[src/rtl/axi_uart_hub_if.sv]
// rtl/axi_uart_hub_if.sv - AXI4-Lite bus bundle between interconnect and the UART hub
interface axi_uart_hub_if #(
    parameter int ADDR_W = 32
) ();
    logic [ADDR_W-1:0] awaddr;
    logic              awvalid;
    logic              awready;
    logic [31:0]       wdata;
    logic [3:0]        wstrb;
    logic              wvalid;
    logic              wready;
    logic              bvalid;
    logic [1:0]        bresp;
    logic              bready;
    logic [ADDR_W-1:0] araddr;
    logic              arvalid;
    logic              arready;
    logic [31:0]       rdata;
    logic [1:0]        rresp;
    logic              rvalid;
    logic              rready;

    modport master (
        output awaddr, awvalid, wdata, wstrb, wvalid, bready, araddr, arvalid, rready,
        input  awready, wready, bvalid, bresp, arready, rdata, rresp, rvalid
    );

    modport slave (
        input  awaddr, awvalid, wdata, wstrb, wvalid, bready, araddr, arvalid, rready,
        output awready, wready, bvalid, bresp, arready, rdata, rresp, rvalid
    );
endinterface

[src/rtl/axi_uart_hub.sv]
// rtl/axi_uart_hub.sv - AXI4-Lite front-end fanning out to N_CH 8-bit UART register buses
module axi_uart_hub #(
    parameter int N_CH   = 4,
    parameter int ADDR_W = 32
) (
    input  logic                 clk,
    input  logic                 rst,
    axi_uart_hub_if.slave        s,
    output logic [N_CH-1:0]      reg_wr,
    output logic [N_CH-1:0]      reg_rd,
    output logic [2:0]           reg_addr,
    output logic [7:0]           reg_wdata,
    input  logic [N_CH*8-1:0]    reg_rdata,
    input  logic [N_CH-1:0]      ch_irq,
    output logic                 irq,
    output logic                 irq_n
);
    localparam int CH_BITS = $clog2(N_CH + 1);
    localparam int AF_W    = CH_BITS + 3;
    localparam logic [CH_BITS-1:0] GPAGE = CH_BITS'(N_CH);

    logic            en_q, en_d;
    logic            aw_full_q, aw_full_d, w_full_q, w_full_d;
    logic [AF_W-1:0] aw_a_q, aw_a_d, ar_a_q, ar_a_d;
    logic [7:0]      w_byte_q, w_byte_d;
    logic            w_strb_q, w_strb_d;
    logic            bvalid_q, bvalid_d;
    logic [1:0]      bresp_q, bresp_d, rresp_q, rresp_d;
    logic [N_CH-1:0] mask_q, mask_d;
    logic            ar_busy_q, ar_busy_d, rd_done_q, rd_done_d, rd_cap_q, rd_cap_d;
    logic            rvalid_q, rvalid_d;
    logic [7:0]      rdata_q, rdata_d;
    logic            irq_q, irq_d;

    logic [CH_BITS-1:0] wr_page, rd_page;
    logic [2:0]         wr_off, rd_off;
    logic               wr_go, rd_go, aw_hs, w_hs, ar_hs, b_hs, r_hs;
    logic [7:0]         rd_byte;
    logic               unused_ok;

    assign unused_ok = ^{s.awaddr, s.araddr, s.wdata, s.wstrb};

    assign s.awready = en_q & ~aw_full_q;
    assign s.wready  = en_q & ~w_full_q;
    assign s.arready = en_q & ~ar_busy_q;
    assign s.bvalid  = bvalid_q;
    assign s.bresp   = bresp_q;
    assign s.rvalid  = rvalid_q;
    assign s.rresp   = rresp_q;
    assign s.rdata   = {24'h0, rdata_q};
    assign irq       = irq_q;
    assign irq_n     = ~irq_q;

    always_comb begin
        wr_page = aw_a_q[AF_W-1:3];
        wr_off  = aw_a_q[2:0];
        rd_page = ar_a_q[AF_W-1:3];
        rd_off  = ar_a_q[2:0];
        aw_hs   = s.awvalid & s.awready;
        w_hs    = s.wvalid & s.wready;
        ar_hs   = s.arvalid & s.arready;
        b_hs    = bvalid_q & s.bready;
        r_hs    = rvalid_q & s.rready;
        // A write issuing this cycle pushes any pending read strobe one cycle later
        wr_go   = aw_full_q & w_full_q & ~bvalid_q;
        rd_go   = ar_busy_q & ~rd_done_q & ~wr_go;

        rd_byte = 8'h00;
        if (rd_page < GPAGE) begin
            for (int i = 0; i < N_CH; i++)
                if (rd_page == CH_BITS'(i)) rd_byte = reg_rdata[i*8 +: 8];
        end else if (rd_page == GPAGE) begin
            if (rd_off == 3'd0) rd_byte = 8'(ch_irq & mask_q);
            else if (rd_off == 3'd1) rd_byte = 8'(mask_q);
        end

        reg_wr    = (wr_go && w_strb_q && wr_page < GPAGE) ? (N_CH'(1) << wr_page) : '0;
        reg_rd    = (rd_go && rd_page < GPAGE) ? (N_CH'(1) << rd_page) : '0;
        reg_addr  = wr_go ? wr_off : (rd_go ? rd_off : 3'd0);
        reg_wdata = wr_go ? w_byte_q : 8'h00;

        en_d      = 1'b1;
        aw_full_d = aw_full_q;
        aw_a_d    = aw_a_q;
        w_full_d  = w_full_q;
        w_byte_d  = w_byte_q;
        w_strb_d  = w_strb_q;
        bvalid_d  = bvalid_q;
        bresp_d   = bresp_q;
        mask_d    = mask_q;
        ar_busy_d = ar_busy_q;
        ar_a_d    = ar_a_q;
        rd_done_d = rd_done_q;
        rd_cap_d  = rd_go;
        rvalid_d  = rvalid_q;
        rresp_d   = rresp_q;
        rdata_d   = rdata_q;
        irq_d     = |(ch_irq & mask_q);

        if (wr_go) aw_full_d = 1'b0;
        else if (aw_hs) begin
            aw_full_d = 1'b1;
            aw_a_d    = s.awaddr[AF_W+1:2];
        end
        if (wr_go) w_full_d = 1'b0;
        else if (w_hs) begin
            w_full_d = 1'b1;
            w_byte_d = s.wdata[7:0];
            w_strb_d = s.wstrb[0];
        end

        if (wr_go) begin
            bvalid_d = 1'b1;
            bresp_d  = (wr_page > GPAGE) ? 2'b10 : 2'b00;
            if (w_strb_q && wr_page == GPAGE && wr_off == 3'd1) mask_d = w_byte_q[N_CH-1:0];
        end else if (b_hs) begin
            bvalid_d = 1'b0;
        end

        if (ar_hs) begin
            ar_busy_d = 1'b1;
            ar_a_d    = s.araddr[AF_W+1:2];
        end else if (r_hs) begin
            ar_busy_d = 1'b0;
        end
        if (rd_go) rd_done_d = 1'b1;
        else if (r_hs) rd_done_d = 1'b0;

        // Channel byte is only valid the cycle after reg_rd, so capture one cycle late
        if (rd_cap_q) begin
            rvalid_d = 1'b1;
            rresp_d  = (rd_page > GPAGE) ? 2'b10 : 2'b00;
            rdata_d  = rd_byte;
        end else if (r_hs) begin
            rvalid_d = 1'b0;
        end
    end

    always_ff @(posedge clk or posedge rst) begin
        if (rst) begin
            en_q      <= 1'b0;
            aw_full_q <= 1'b0;
            aw_a_q    <= '0;
            w_full_q  <= 1'b0;
            w_byte_q  <= 8'h00;
            w_strb_q  <= 1'b0;
            bvalid_q  <= 1'b0;
            bresp_q   <= 2'b00;
            mask_q    <= '1;
            ar_busy_q <= 1'b0;
            ar_a_q    <= '0;
            rd_done_q <= 1'b0;
            rd_cap_q  <= 1'b0;
            rvalid_q  <= 1'b0;
            rresp_q   <= 2'b00;
            rdata_q   <= 8'h00;
            irq_q     <= 1'b0;
        end else begin
            en_q      <= en_d;
            aw_full_q <= aw_full_d;
            aw_a_q    <= aw_a_d;
            w_full_q  <= w_full_d;
            w_byte_q  <= w_byte_d;
            w_strb_q  <= w_strb_d;
            bvalid_q  <= bvalid_d;
            bresp_q   <= bresp_d;
            mask_q    <= mask_d;
            ar_busy_q <= ar_busy_d;
            ar_a_q    <= ar_a_d;
            rd_done_q <= rd_done_d;
            rd_cap_q  <= rd_cap_d;
            rvalid_q  <= rvalid_d;
            rresp_q   <= rresp_d;
            rdata_q   <= rdata_d;
            irq_q     <= irq_d;
        end
    end
endmodule

[src/flat_wrapper.sv]
// flat-port wrapper written by rule: the top's interface ports become plain ports
module axi_uart_hub_flat 
#(
    parameter int N_CH   = 4,
    parameter int ADDR_W = 32
)
  (clk, rst, reg_wr, reg_rd, reg_addr, reg_wdata, reg_rdata, ch_irq, irq, irq_n, s_awaddr, s_awvalid, s_wdata, s_wstrb, s_wvalid, s_bready, s_araddr, s_arvalid, s_rready, s_awready, s_wready, s_bvalid, s_bresp, s_arready, s_rdata, s_rresp, s_rvalid);
  axi_uart_hub_if #(.ADDR_W(ADDR_W)) s_i ();
  input  logic clk;
  input  logic rst;
  output logic [N_CH-1:0] reg_wr;
  output logic [N_CH-1:0] reg_rd;
  output logic [2:0] reg_addr;
  output logic [7:0] reg_wdata;
  input  logic [N_CH*8-1:0] reg_rdata;
  input  logic [N_CH-1:0] ch_irq;
  output logic irq;
  output logic irq_n;
  input wire logic [$bits(s_i.awaddr)-1:0] s_awaddr;
  input wire logic [$bits(s_i.awvalid)-1:0] s_awvalid;
  input wire logic [$bits(s_i.wdata)-1:0] s_wdata;
  input wire logic [$bits(s_i.wstrb)-1:0] s_wstrb;
  input wire logic [$bits(s_i.wvalid)-1:0] s_wvalid;
  input wire logic [$bits(s_i.bready)-1:0] s_bready;
  input wire logic [$bits(s_i.araddr)-1:0] s_araddr;
  input wire logic [$bits(s_i.arvalid)-1:0] s_arvalid;
  input wire logic [$bits(s_i.rready)-1:0] s_rready;
  output wire logic [$bits(s_i.awready)-1:0] s_awready;
  output wire logic [$bits(s_i.wready)-1:0] s_wready;
  output wire logic [$bits(s_i.bvalid)-1:0] s_bvalid;
  output wire logic [$bits(s_i.bresp)-1:0] s_bresp;
  output wire logic [$bits(s_i.arready)-1:0] s_arready;
  output wire logic [$bits(s_i.rdata)-1:0] s_rdata;
  output wire logic [$bits(s_i.rresp)-1:0] s_rresp;
  output wire logic [$bits(s_i.rvalid)-1:0] s_rvalid;
  assign s_i.awaddr = s_awaddr;
  assign s_i.awvalid = s_awvalid;
  assign s_i.wdata = s_wdata;
  assign s_i.wstrb = s_wstrb;
  assign s_i.wvalid = s_wvalid;
  assign s_i.bready = s_bready;
  assign s_i.araddr = s_araddr;
  assign s_i.arvalid = s_arvalid;
  assign s_i.rready = s_rready;
  assign s_awready = s_i.awready;
  assign s_wready = s_i.wready;
  assign s_bvalid = s_i.bvalid;
  assign s_bresp = s_i.bresp;
  assign s_arready = s_i.arready;
  assign s_rdata = s_i.rdata;
  assign s_rresp = s_i.rresp;
  assign s_rvalid = s_i.rvalid;
  axi_uart_hub #(.N_CH(N_CH), .ADDR_W(ADDR_W)) u_core (.clk(clk), .rst(rst), .s(s_i), .reg_wr(reg_wr), .reg_rd(reg_rd), .reg_addr(reg_addr), .reg_wdata(reg_wdata), .reg_rdata(reg_rdata), .ch_irq(ch_irq), .irq(irq), .irq_n(irq_n));
endmodule
[config.mk]
export PLATFORM = sky130hd
export DESIGN_NAME = axi_uart_hub_flat
export DESIGN_NICKNAME = d
export VERILOG_FILES = /design/src/rtl/axi_uart_hub_if.sv /design/src/rtl/axi_uart_hub.sv /design/src/flat_wrapper.sv
export SDC_FILE = /design/constraint.sdc
export NUM_CORES = 1
export LEC_CHECK = 0
export ABC_CLOCK_PERIOD_IN_PS = 1800
export BUFFER_PORTS_ARGS = -buffer_cell sky130_fd_sc_hd__buf_4
export CAP_MARGIN = 20
export CORE_MARGIN = 2
export CORE_UTILIZATION = 38
export CTS_CLUSTER_SIZE = 12
export DETAILED_ROUTE_END_ITERATION = 6
export HOLD_SLACK_MARGIN = 0.12
export PLACE_DENSITY = 0.89
export SLEW_MARGIN = 25
export SYNTH_ARGS = -nofsm -noshare
export SYNTH_HDL_FRONTEND = slang
export SYNTH_SLANG_ARGS = --single-unit
[constraint.sdc]
create_clock -name clk -period 1.8 [get_ports clk]
set_input_delay 0.09 -clock clk [delete_from_list [all_inputs] [get_ports clk]]
set_output_delay 0.09 -clock clk [all_outputs]
set_load 0.005 [all_outputs]
==> flow_metrics.tcl <==
set metrics [dict create \
    status "completed" \
    hold_depth 3 \
    antenna_found_initial 0 \
    yosysWarnings 0 \
    critPathLaunch "u_core.w_full_q" \
    stdcell_count 419 \
    hold_violations 0 \
    cts_buffers 5 \
    grtUsageTotal_pct 17.6 \
    dp_slack_ns 0.250 \
    endpoint_kind "primary output" \
    nets 486 \
    critPathBufInv 2 \
    synth_xor_area_share_pct 0 \
    die_area_sq_um 6820 \
    drtIter0Drc 57 \
    overflow 0 \
    detail_route.first_pass.iterations 4 \
    first_global_vias 1899 \
    slew_violations 0 \
    max_slew_margin_pct 61.9 \
    cp_top_family "simple AND/OR/NAND/NOR gates" \
    hold_path_class "in2reg" \
    ys_seq_area_share_pct 47.1 \
    tns_ns 0 \
    slowest_stage "dfrtp_1" \
    clk_latency_ns 0.29 \
    startpoint_type "flip-flop" \
    area_delta_synth_final_pct 50.6 \
    viasPerCell 4.66 \
    initial_core_util_pct 39.4 \
    antenna_cells 0 \
    power_density_nw_per_um2 1250 \
    io_pins 205 \
    setup_viol 0 \
    max-vdd-ir-drop_v 0.000680 \
    grt_pass1_wl_mm 9.02 \
    placed_area_sq_um 3080 \
    synth-compound-area-share_pct 7.31 \
    final_cell_mix "115 x buf_4, 40 x dfrtp_1, 28 x dlygate4sd3_1" \
    tightest_slew_ns 0.570 \
    wire_per_inst_microns 14.2 \
    grt_start_max_net_pins 45 \
    worstRegToRegCells 5 \
    fillCellCount 500 \
    power_leakage_nw 1.75 \
    crit_chain "and3b_2, nor3b_4, buf_6, and4b_1, buf_4" \
    muxShareOfSynthArea_pct 20.2 \
    clockRootBuffer "clkbuf_8" \
    synth_top_family_by_area "multiplexers" \
    cts_sinks 44 \
    cts.clk_slew.worst_paths_ns 0.08 \
    synth_edf_count 0 \
    synthDistinctLibCells 34 \
    drive_gt1_share_pct 47.7 \
    cp.required_ns 1.71 \
    final_common_cell "buf_4" \
    hpwl_mm 4.30 \
    synth_area_sq_um 2350 \
    fin_crit_sh_pct 95.6 \
    wl_mm 5.97 \
    cp_slowest_stage_delay_ns 0.40 \
    hp-start "ch_irq[3]" \
    stdcell_area_sq_um 3530 \
    path_depth 5 \
    io_buffers 99 \
    synth_fa_ha_area_share_pct 0 \
    fin_crit_ns 1.72 \
    globalplace.congestion 0.712 \
    yosys_most_used_dff "dfrtp_1" \
    r2r-start "u_core.w_full_q" \
    syn_area_per_cell_sq_um 11.8 \
    rows 28 \
    synthArstFlopShare_pct 100 \
    clock_path_buffers 2 \
    dp.cells 373 \
    ys_seq_elements 44 \
    fin_worst_skew_ns 0.00425 \
    fmax_mhz 581 \
    route.vias.total 1954 \
    synth_cells 199 \
    fp.dieW_microns 82.6 \
    critical_path_peak_fanout 7 \
    antenna_left 0 \
    crit_arrival_ns 1.63 \
    cap_violations 0 \
    core_area_sq_um 5960 \
    setup_ws_ns 0.0793 \
    cts_tree "done" \
    crit_type "reg2out" \
    cts_max_level 2 \
    synthSimpleGateAreaFrac_pct 12.6 \
    die_y_microns 82.6 \
    drc 0 \
]
==> sequential cells by signal (all words and copies together) (netlist names) <==
register          count
u_core.s.rresp        1
u_core.aw_a_q         6
u_core.en_q           1
u_core.rd_done_q      1
u_core.s.bvalid       1
u_core.rdata_q        8
u_core.s.rvalid       1
u_core.mask_q         4
u_core.w_byte_q       8
u_core.rd_cap_q       1
u_core.w_strb_q       1
u_core.w_full_q       1
u_core.ar_busy_q      1
u_core.s.bresp        1
u_core.irq            1
u_core.ar_a_q         6
u_core.aw_full_q      1
==> cells by family (layout without fill, tap and decap cells) <==
| kind of cell | Yosys count | in the layout |
|---|---|---|
| simple gates | 47 | 47 |
| flops | 44 | 44 |
| buf+inv | 44 | 164 |
| mux | 33 | 33 |
| compound gates | 29 | 29 |
| other cells | 2 | 27 |
==> final timing paths <==
kind | endpoint | slack, ns
max in group asynchronous | u_core.rdata_q[2] | 0.90
hold reg to reg | u_core.w_byte_q[4] | 0.51
min in group asynchronous | u_core.w_byte_q[6] | 0.52
hold / removal | u_core.rdata_q[3] | 0.15
setup / recovery | reg_rd[3] | 0.08
setup reg to reg | u_core.mask_q[3] | 0.23
==> Yosys cell counts (3+ instances only) <==
cell / number / share of area, %
dfrtp_1: 40 / 43
mux4_2: 5 / 4.8
mux2_2: 25 / 12
buf_4: 27 / 8.6
nor2b_1: 8 / 2.1
nor3_1: 4 / 0.85
o21ai_0: 12 / 2.6
a21oi_1: 5 / 1.1
mux4_1: 3 / 3.4
dfstp_2: 4 / 4.5
and2_1: 9 / 2.4
o21ai_1: 4 / 0.85
nand2_1: 14 / 2.2
inv_1: 12 / 1.9
==> routing by layer <==
layer / up-vias / global-route usage (%) / wire [microns]
met5: - / 0 / 0
met4: 0 / 2.95 / 48
met3: 6 / 4.46 / 472
met2: 89 / 34.4 / 3280
met1: 931 / 19.2 / 2170
li1: 928 / - / -
==> power by group <==
| group | internal (W) | switching (W) | total [W] |
|---|---|---|---|
| Combinational | 0.00123 | 0.000783 | 0.00202 |
| Sequential | 0.00143 | 0.000328 | 0.00176 |
| Clock | 0.000313 | 0.000313 | 0.000626 |
==> worst register-to-register path, delay by kind of cell (launching register included) <==
kind | cells | cell delay, ns
buffers and inverters | 2 | 0.27
flip-flops | 1 | 0.40
multiplexers | 1 | 0.36
AND/OR/NAND/NOR | 2 | 0.46
==> cell type report <==
| type | instances | area, sq um | area share, % |
|---|---|---|---|
| repair buffers | 144 | 1150 | 32.7 |
| flip-flops and latches | 44 | 1110 | 31.3 |
| multi-input cells | 136 | 1040 | 29.5 |
| well taps | 75 | 93.8 | 2.66 |
| clock buffers | 8 | 90.1 | 2.55 |
| inverters | 12 | 45.0 | 1.27 |
==> metrics by stage <==
step                hold WS [ns]  util (%)  total power [W]
finish                     0.153      59.3          0.00440
global route               0.152      59.3          0.00475
CTS                        0.146      58.3          0.00431
detailed placement         0.268      51.8          0.00358
global placement           0.260      51.8          0.00349
floorplan                  0.186         -          0.00285
==> timing repair <==
item / 4_1_cts / 5_1_grt
pin swaps: 1 / 2
hold buffers: 28 / 0
buffers inserted: 2 / 8
endpoints found under the setup margin: 5 / 5
gates resized for setup: 1 / 1
hold endpoints to repair: 67 / 0
Power figures use the tool's default switching activity.
